### config.mk
export PLATFORM = sky130hd
export DESIGN_NAME = lzrw1_out_packer
export DESIGN_NICKNAME = d
export VERILOG_FILES = /design/src/rtl/lzrw1_pkg.sv /design/src/rtl/lzrw1_group_buf.sv /design/src/rtl/lzrw1_out_packer.sv
export SDC_FILE = /design/constraint.sdc
export NUM_CORES = 1
export LEC_CHECK = 0
export BUFFER_PORTS_ARGS = -buffer_cell sky130_fd_sc_hd__buf_2
export CORE_AREA = 4 4 168 210
export DETAILED_ROUTE_END_ITERATION = 10
export DIE_AREA = 0 0 172 214
export PLACE_DENSITY_LB_ADDON = 0.05
export SLEW_MARGIN = 25
export SYNTH_ARGS = -nofsm -noshare
export SYNTH_HDL_FRONTEND = slang
export SYNTH_SLANG_ARGS = --single-unit
### constraint.sdc
create_clock -name clock -period 3.15 [get_ports clock]
set_input_delay 0.315 -clock clock [delete_from_list [all_inputs] [get_ports clock]]
set_output_delay 0.315 -clock clock [all_outputs]
set_load 0.01 [all_outputs]
### src/rtl/lzrw1_pkg.sv
// Shared types and format constants for the LZRW1 output packer.
// Item encoding, group geometry and the copy-item byte-pair encoder.
package lzrw1_pkg;

    localparam int GROUP_ITEMS = 16;
    localparam int OFFSET_W    = 12;
    localparam int BUF_BYTES   = 2 * GROUP_ITEMS;
    localparam int CTRL_W      = 16;
    localparam int IDX_W       = 5;
    localparam int WR_W        = 6;
    localparam int RD_W        = 5;

    localparam logic [3:0] MIN_LEN_M1 = 4'd2;

    typedef enum logic [2:0] {
        ST_COLLECT = 3'd0,
        ST_CTRL_LO = 3'd1,
        ST_CTRL_HI = 3'd2,
        ST_ITEMS   = 3'd3,
        ST_FIN     = 3'd4
    } state_e;

    typedef struct packed {
        logic                is_copy;
        logic [7:0]          literal;
        logic [OFFSET_W-1:0] offset;
        logic [3:0]          len_m1;
    } item_t;

    // First byte carries offset[11:8] and the length code, second byte offset[7:0].
    function automatic logic [15:0] encode_copy(input logic [OFFSET_W-1:0] offset,
                                                input logic [3:0]          len_m1);
        return {offset[11:8], len_m1, offset[7:0]};
    endfunction

endpackage

### src/rtl/lzrw1_group_buf.sv
// Group byte buffer: single byte or byte-pair write, combinational single read.
// Latency: written data readable the cycle after the write; no flow control of its own.
module lzrw1_group_buf
    import lzrw1_pkg::*;
(
    input  logic            clock,
    input  logic            reset,
    input  logic            wr_vld,
    input  logic            wr_pair,
    input  logic [RD_W-1:0] wr_addr,
    input  logic [15:0]     wr_dat,
    input  logic [RD_W-1:0] rd_addr,
    output logic [7:0]      rd_dat
);

    logic [7:0] mem_q [BUF_BYTES];
    logic [7:0] mem_d [BUF_BYTES];

    // High byte always lands at wr_addr; a pair also writes the low byte just after it.
    always_comb begin
        mem_d = mem_q;
        if (wr_vld) begin
            mem_d[wr_addr] = wr_dat[15:8];
            if (wr_pair) begin
                mem_d[wr_addr + RD_W'(1)] = wr_dat[7:0];
            end
        end
    end

    always_ff @(posedge clock) begin
        if (reset) begin
            for (int i = 0; i < BUF_BYTES; i++) begin
                mem_q[i] <= 8'h00;
            end
        end else begin
            mem_q <= mem_d;
        end
    end

    assign rd_dat = mem_q[rd_addr];

endmodule

### src/rtl/lzrw1_out_packer.sv
// Packs literal/copy items into LZRW1 groups (16-bit control word + item bytes) and streams them out.
// Latency: first byte valid the cycle after a group closes; item_ready low while draining, out_data held on stall.
module lzrw1_out_packer
    import lzrw1_pkg::*;
(
    input  logic                clock,
    input  logic                reset,
    input  logic                item_valid,
    output logic                item_ready,
    input  logic                item_is_copy,
    input  logic [7:0]          item_literal,
    input  logic [OFFSET_W-1:0] item_offset,
    input  logic [3:0]          item_len_m1,
    input  logic                flush,
    output logic                out_valid,
    input  logic                out_ready,
    output logic [7:0]          out_data,
    output logic                out_last,
    output logic                done,
    output logic                err_len,
    output logic [15:0]         byte_count
);

    state_e            state_q, state_d;
    logic [IDX_W-1:0]  idx_q, idx_d;
    logic [WR_W-1:0]   wr_q, wr_d;
    logic [RD_W-1:0]   rd_q, rd_d;
    logic [CTRL_W-1:0] ctrl_q, ctrl_d;
    logic              final_q, final_d;
    logic              err_len_q, err_len_d;
    logic [15:0]       byte_count_q, byte_count_d;
    logic              rdy_en_q, rdy_en_d;

    item_t       item;
    logic        item_acc;
    logic        flush_acc;
    logic        out_hs;
    logic        last_item;
    logic        buf_wr_vld;
    logic [15:0] buf_wr_dat;
    logic [7:0]  buf_rd_dat;

    assign item = {item_is_copy, item_literal, item_offset, item_len_m1};

    // rdy_en_q keeps item_ready low for the cycle following a reset edge.
    assign item_ready = (state_q == ST_COLLECT) && rdy_en_q;
    assign item_acc   = item_valid && item_ready;
    assign flush_acc  = flush && item_ready;
    assign out_valid  = (state_q == ST_CTRL_LO) || (state_q == ST_CTRL_HI) || (state_q == ST_ITEMS);
    assign out_hs     = out_valid && out_ready;
    assign last_item  = ({1'b0, rd_q} == (wr_q - WR_W'(1)));
    assign out_last   = (state_q == ST_ITEMS) && final_q && last_item;
    assign done       = (state_q == ST_FIN);
    assign err_len    = err_len_q;
    assign byte_count = byte_count_q;

    assign buf_wr_vld = item_acc;
    assign buf_wr_dat = item.is_copy ? encode_copy(item.offset, item.len_m1) : {item.literal, 8'h00};

    always_comb begin
        case (state_q)
            ST_CTRL_LO: out_data = ctrl_q[7:0];
            ST_CTRL_HI: out_data = ctrl_q[15:8];
            ST_ITEMS:   out_data = buf_rd_dat;
            default:    out_data = 8'h00;
        endcase
    end

    always_comb begin
        state_d      = state_q;
        idx_d        = idx_q;
        wr_d         = wr_q;
        rd_d         = rd_q;
        ctrl_d       = ctrl_q;
        final_d      = final_q;
        err_len_d    = err_len_q;
        byte_count_d = byte_count_q;
        rdy_en_d     = 1'b1;

        if (out_hs && (byte_count_q != 16'hFFFF)) begin
            byte_count_d = byte_count_q + 16'd1;
        end

        case (state_q)
            ST_COLLECT: begin
                if (item_acc) begin
                    idx_d = idx_q + IDX_W'(1);
                    if (item.is_copy) begin
                        wr_d                = wr_q + WR_W'(2);
                        ctrl_d[idx_q[3:0]] = 1'b1;
                        if (item.len_m1 < MIN_LEN_M1) begin
                            err_len_d = 1'b1;
                        end
                    end else begin
                        wr_d = wr_q + WR_W'(1);
                    end
                end
                // A flush arriving with the 16th item still marks that full group final.
                if (idx_d == IDX_W'(GROUP_ITEMS)) begin
                    state_d = ST_CTRL_LO;
                    final_d = flush_acc;
                end else if (flush_acc) begin
                    state_d = (idx_d == '0) ? ST_FIN : ST_CTRL_LO;
                    final_d = 1'b1;
                end
            end
            ST_CTRL_LO: begin
                if (out_ready) state_d = ST_CTRL_HI;
            end
            ST_CTRL_HI: begin
                if (out_ready) state_d = ST_ITEMS;
            end
            ST_ITEMS: begin
                if (out_ready) begin
                    rd_d = rd_q + RD_W'(1);
                    if (last_item) begin
                        state_d = final_q ? ST_FIN : ST_COLLECT;
                        idx_d   = '0;
                        wr_d    = '0;
                        rd_d    = '0;
                        ctrl_d  = '0;
                        final_d = 1'b0;
                    end
                end
            end
            ST_FIN: begin
                state_d = ST_COLLECT;
                idx_d   = '0;
                wr_d    = '0;
                rd_d    = '0;
                ctrl_d  = '0;
                final_d = 1'b0;
            end
            default: state_d = ST_COLLECT;
        endcase
    end

    always_ff @(posedge clock) begin
        if (reset) begin
            state_q      <= ST_COLLECT;
            idx_q        <= '0;
            wr_q         <= '0;
            rd_q         <= '0;
            ctrl_q       <= '0;
            final_q      <= 1'b0;
            err_len_q    <= 1'b0;
            byte_count_q <= '0;
            rdy_en_q     <= 1'b0;
        end else begin
            state_q      <= state_d;
            idx_q        <= idx_d;
            wr_q         <= wr_d;
            rd_q         <= rd_d;
            ctrl_q       <= ctrl_d;
            final_q      <= final_d;
            err_len_q    <= err_len_d;
            byte_count_q <= byte_count_d;
            rdy_en_q     <= rdy_en_d;
        end
    end

    lzrw1_group_buf u_group_buf (
        .clock   (clock),
        .reset   (reset),
        .wr_vld  (buf_wr_vld),
        .wr_pair (item.is_copy),
        .wr_addr (wr_q[RD_W-1:0]),
        .wr_dat  (buf_wr_dat),
        .rd_addr (rd_q),
        .rd_dat  (buf_rd_dat)
    );

endmodule

==> reports/metrics.yaml, run 1 <==
r2r_setup_slack_ps: 360
place.detailed.instances: 2459
max_cap_violations: 0
setup-tns-final_ps: -82.39
core.rowCount: 75
port_buffers: 58
layout_common_cells: "386 x nor2_1, 306 x dfxtp_1, 215 x nand2_1, 205 x a21oi_1, 119 x a211oi_1"
synthesis.instances: 2088
synthesis.yosys.warnings: 0
holdBufCountCts: 0
yosys.cell_types.count: 70
totalWireLength_mm: 56.38
crit_arrival_ps: 2910
setup_violations: 2
drc: 0
postSynth.topFlopCell: "dfxtp_1"
floorplan.initialDensity_pct: 51.26
gr_met3_demand_resource_pct: 4.707
dp_hpwl_mm: 37.42
synthArstFlopShare_pct: 0
clk-insertion-delay-late_ps: 520
required_time_of_the_critical_path_ps: 2830
post_synth.cell_area_avg_um2: 8.202
syn_to_final_growth_pct: 14.00
tritoncts.num_buffers: 35
rr_startpoint: "wr_q[2]"
min-delay-path-class: "input pin to flop"
finalNonFillerCells: 2541
failing_checks: "setup timing"
timing.critical_path.to: "out_data[7]"
critPathKind: "flop to output pin"
cts-root-to-sink-buffers: 3
grt_antenna_before_repair: 0
final-hold-violation-count: 0
power.ir.vdd_worst_v: 0.0003770
gr-total-overflow: 0
achievable-frequency_mhz: 310.5
n_antenna_cell: 0
reg2regPathDepth: 11
vias_in_the_first_global_route: 15280
first_pass_grt_wire_length_mm: 88.22
crit_path_start: "rd_q[0]"
final_nets: 2138
die_height_um: 214
layout_commonest_cell: "nor2_1"
detail-route-antenna-nets: 0
power.leakage_nw: 7.192
gp_routability_congestion: 0.9613
edff_count_synth: 0
synth_area_um2: 17130
grt_start_max_net_pins: 162
globalRouteMet2Util_pct: 47.42
drt_first_pass_iters: 6
io_pins: 59
tritoncts_sinks: 310
critical_path.startpoint_type: "flop"
clock-skew-final_ps: 5.997
timing.max_slew.rel_slack_pct: 26.12
hold_ws_ps: 91.82
synth-seq-area-share_pct: 36.24
synth.ff_latch_count: 310
track_usage_pct: 30.07
post_route_cells_drive_above_1_share_pct: 17.37
final-max-slew-violation-count: 0
synth_fp_nets: 2134
tightestPinTransition_ps: 1101
fin_ws_ps: -70.99
rr_endpoint: "ctrl_q[9]"
min_period_ps: 3221
power.density_nw_per_um2: 543.4
rsz_0062_raised_after_global_routing: "yes"
vias: 16070
status: "finished with violations"
die-width_um: 172
share_of_the_synthesized_area_in_the_top_cell_type_pct: 36.24
post-route-util_pct: 58.44
wl_per_cell_um: 22.19
tritoncts_clock_tree: "done"
htree_num_levels: 2
cts_root_buf: "clkbuf_16"
total_power_mw: 10.61
clk_transition_reported_paths_ps: 60
detailedRoute.firstIterationViolations: 1718
design.die.area_um2: 36810
netlist.top_cell.by_area: "dfxtp_1"
route.detailed.vias_per_inst: 6.325
synth.top_cells.by_area: "dfxtp_1 36%, mux4_2 9.6%, nor2_1 8.5%"
busiest_layer: "met2"
use_met1_pct: 42.58
fillCellCount: 3014
crit_path_max_fanout: 7
cp_endpoint_kind: "output pin"
timing.final.crit_share_pct: 102.3
design.core.area_um2: 33410
## where the power goes
group / internal, mW / leakage (nW) / switching, mW
Clock: 2.49 / 0.579 / 1.68
Combinational: 0.719 / 4.11 / 1.57
Sequential: 4.03 / 2.50 / 0.117
## how the worst min path moves through the flow
stage | from | end | cells after the start
3_3_place_gp | u_group_buf.mem_q[221] | u_group_buf.mem_q[221] | 2
2_1_floorplan | u_group_buf.mem_q[184] | u_group_buf.mem_q[184] | 2
3_5_place_dp | u_group_buf.mem_q[51] | u_group_buf.mem_q[51] | 2
5_1_grt | flush | final_q | 3
6_report | flush | final_q | 3
4_1_cts | flush | final_q | 3
## per-stage QoR
step / worst slack [ps] / area (um2)
global route: -141.4 / 19520
finish: -70.99 / 19520
global placement: 371.8 / 17990
detailed placement: 306.8 / 18000
floorplan: 320.1 / 17130
CTS: 1.458 / 19380
## synth_stat cells, types with 3 or more instances
master,instances
nor2_1,386
dfxtp_1,310
nand2_1,215
a21oi_1,207
clkbuf_1,163
a211oi_1,128
mux2i_1,76
o21ai_0,76
mux4_2,73
o211ai_1,42
a22oi_1,41
nand3_1,33
buf_2,24
nand4_1,19
nor2b_1,18
a41oi_1,17
a21o_1,16
and2_1,16
ha_1,16
inv_1,16
nor3_1,16
o21ai_1,15
xor2_1,14
and3_1,10
buf_1,9
mux2_2,8
o22ai_1,8
o2bb2ai_1,8
xnor2_1,8
a211oi_2,7
or3_1,7
a21oi_2,6
a311oi_1,6
a31oi_1,6
a221oi_1,5
nand2b_1,5
o21ai_2,5
o21a_1,4
a2bb2oi_1,3
and3b_1,3
nand3b_1,3
nor3b_1,3
o31ai_1,3
## state kept, by name, summed over array words and instances (netlist names)
name,cells
rd_q,5
ctrl_q,16
u_group_buf.mem_q,256
wr_q,6
byte_count,16
state_q,3
idx_q,5
rdy_en_q,1
final_q,1
err_len,1
## timing repair
action	4_1_cts	5_1_grt
buffers inserted	9	9
endpoints found under the setup margin	9	9
resized for setup	27	13
gates cloned	1	0
pin swaps	4	3
hold endpoints to repair	0	0
## metal layers
layer | share of wire, % | wire, um
met1 | 43 | 24060
met2 | 46 | 26100
met3 | 8.0 | 4510
met4 | 3.0 | 1707
met5 | 0 | 0
## critical path, stage by stage, from the launching register on
cell and delay (ps):
dfxtp_4 360, buf_12 130, buf_12 140, buf_6 100
mux4_2 490, mux4_2 510, mux2i_4 210, a21oi_1 90
nand3b_1 100, o31ai_1 80, buf_2 150
## logic make-up (layout without fill, tap and decap cells)
logic type,count (synthesis),count (layout),share of synthesized area [%]
buffers and inverters,215,245,4.932
AO/OA/AOI/OAI,617,617,23.33
adder cells (fa/ha/maj),16,16,1.169
multiplexers,158,158,14.63
AND/OR/NAND/NOR,750,750,18.57
flip-flops,310,310,36.24
XOR/XNOR,22,22,1.125
## cell type report
type,instances,area [um2],area share [%]
inverters,18,67.56,0.3461
multi-input cells,1563,10290,52.70
well taps,423,529.3,2.711
clock inverters,6,55.05,0.2820
repair buffers,164,1255,6.428
flip-flops and latches,310,6216,31.84
clock buffers,57,1111,5.691
(Power assumes the default switching activity.)
==> inputs of run 2 (changes only) <==
- CTS_BUF_LIST: not set -> sky130_fd_sc_hd__clkbuf_8
==> run 2 against run 1 <==
- the flow still finishes with violations (setup timing)
- clock power decreased by 13%
- setup slack got worse by 17 ps
- worst hold slack improved by 81 ps
- non-clock buffer count increased by 4
- clock-buffer cell count increased by 12
- sequential power about the same
- highest routed layer unchanged
- largest power group is now registers
==> reports/metrics.yaml, run 2 (synthesis results as in run 1) <==
dp_hpwl_mm: 37.42
track_usage_pct: 30.16
drt_first_pass_iters: 5
crit_path_max_fanout: 6
vias_in_the_first_global_route: 15460
die-width_um: 172
design.core.area_um2: 33410
io_pins: 59
failing_checks: "setup timing"
power.leakage_nw: 7.255
cts_root_buf: "clkbuf_8"
power.ir.vdd_worst_v: 0.0002902
min_period_ps: 3238
port_buffers: 58
core.rowCount: 75
tritoncts.num_buffers: 52
setup_violations: 6
fin_ws_ps: -88.23
fillCellCount: 3050
total_power_mw: 10.06
clock-skew-final_ps: 9.215
rsz_0062_raised_after_global_routing: "yes"
tritoncts_sinks: 310
max_cap_violations: 0
tritoncts_clock_tree: "done"
vias: 16160
totalWireLength_mm: 56.56
first_pass_grt_wire_length_mm: 88.65
critPathKind: "flop to output pin"
design.die.area_um2: 36810
detail-route-antenna-nets: 0
status: "finished with violations"
timing.max_slew.rel_slack_pct: 29.84
die_height_um: 214
route.detailed.vias_per_inst: 6.278
grt_antenna_before_repair: 0
critical_path.startpoint_type: "flop"
clk-insertion-delay-late_ps: 600
crit_arrival_ps: 2920
cp_endpoint_kind: "output pin"
achievable-frequency_mhz: 308.8
detailedRoute.firstIterationViolations: 1532
drc: 0
n_antenna_cell: 0
finalNonFillerCells: 2574
power.density_nw_per_um2: 515.0
layout_common_cells: "386 x nor2_1, 306 x dfxtp_1, 215 x nand2_1, 205 x a21oi_1, 115 x a211oi_1"
layout_commonest_cell: "nor2_1"
floorplan.initialDensity_pct: 51.26
clk_transition_reported_paths_ps: 60
timing.final.crit_share_pct: 102.8
wl_per_cell_um: 21.97
final-max-slew-violation-count: 0
largest_register_ff_count: 256
min-delay-path-class: "input pin to flop"
htree_num_levels: 2
tightestPinTransition_ps: 1045
cts-root-to-sink-buffers: 3
place.detailed.instances: 2459
gp_routability_congestion: 0.9613
syn_to_final_growth_pct: 14.12
top_register: "u_group_buf.mem_q"
gr-total-overflow: 0
post_route_cells_drive_above_1_share_pct: 18.55
final-hold-violation-count: 0
final_nets: 2159
grt_start_max_net_pins: 162
required_time_of_the_critical_path_ps: 2830
## run 2: cell count changes in the layout (fill, tap and decap cells not counted), sizes merged, moves of 2 or more
cell and delta:
dlygate4sd3 +2, clkinv -3, buf +3, clkbuf +12, inv +21
## run 2: through the flow
step / hold WS (ps) / utilization, % / setup WS, ps / TNS, ps / cell area [um2]
2_1_floorplan: 420.5 / - / 320.1 / 0 / 17130
3_3_place_gp: 436.1 / 53.86 / 371.8 / 0 / 17990
3_5_place_dp: 444.6 / 53.87 / 306.8 / 0 / 18000
4_1_cts: 136.7 / 58.00 / -88.96 / -520.9 / 19380
5_1_grt: 186.0 / 58.50 / -164.3 / -942.8 / 19540
6_report: 173.3 / 58.50 / -88.23 / -364.5 / 19540
## run 2: path summary, 6_finish.rpt
check / to / startpoint / slack [ps] / cells after the start
worst max register to register: ctrl_q[5] / wr_q[0] / 380 / 11
worst min-delay path: err_len / item_len_m1[3] / 170 / 4
worst min register to register: u_group_buf.mem_q[51] / u_group_buf.mem_q[51] / 450 / 2
worst max-delay path: out_data[7] / rd_q[0] / -90 / 9
## run 2: metal layers
| metal | up-vias | wire [um] | global-route usage (%) |
|---|---|---|---|
| met5 | - | 0 | 0 |
| li1 | 7585 | - | - |
| met4 | 0 | 1949 | 9.882 |
| met2 | 640 | 26000 | 47.20 |
| met1 | 7819 | 24320 | 42.34 |
| met3 | 115 | 4293 | 5.353 |
## run 2: final cells by class
class	count	area [um2]	area share (%)
repair buffers	168	1300	6.652
flip-flops and latches	310	6216	31.81
clock buffers	69	949.7	4.859
clock inverters	23	93.84	0.4802
inverters	18	67.56	0.3457
well taps	423	529.3	2.708
multi-input cells	1563	10390	53.15
## run 2: where the power goes
part	internal, mW	switching (mW)	leakage [nW]
combinational	0.728	1.59	4.14
clock	1.94	1.67	0.615
sequential	4.03	0.117	2.50
total	6.70	3.37	7.26
## run 2: what timing repair did
action | in CTS | in global routing
setup buffers | 11 | 10
hold buffers | 2 | 0
endpoints found under the setup margin | 9 | 9
hold endpoints to repair | 2 | 0
gates cloned | 2 | 0
gates resized for setup | 39 | 25
pin swaps | 8 | 15
## run 2: worst max-delay path, stage by stage (launching register included)
cell,delay [ps]
dfxtp_4,360
buf_12,130
buf_6,100
mux4_2,530
mux4_2,550
mux2i_4,220
a21oi_1,90
nand3b_1,100
o31ai_1,80
buf_2,150
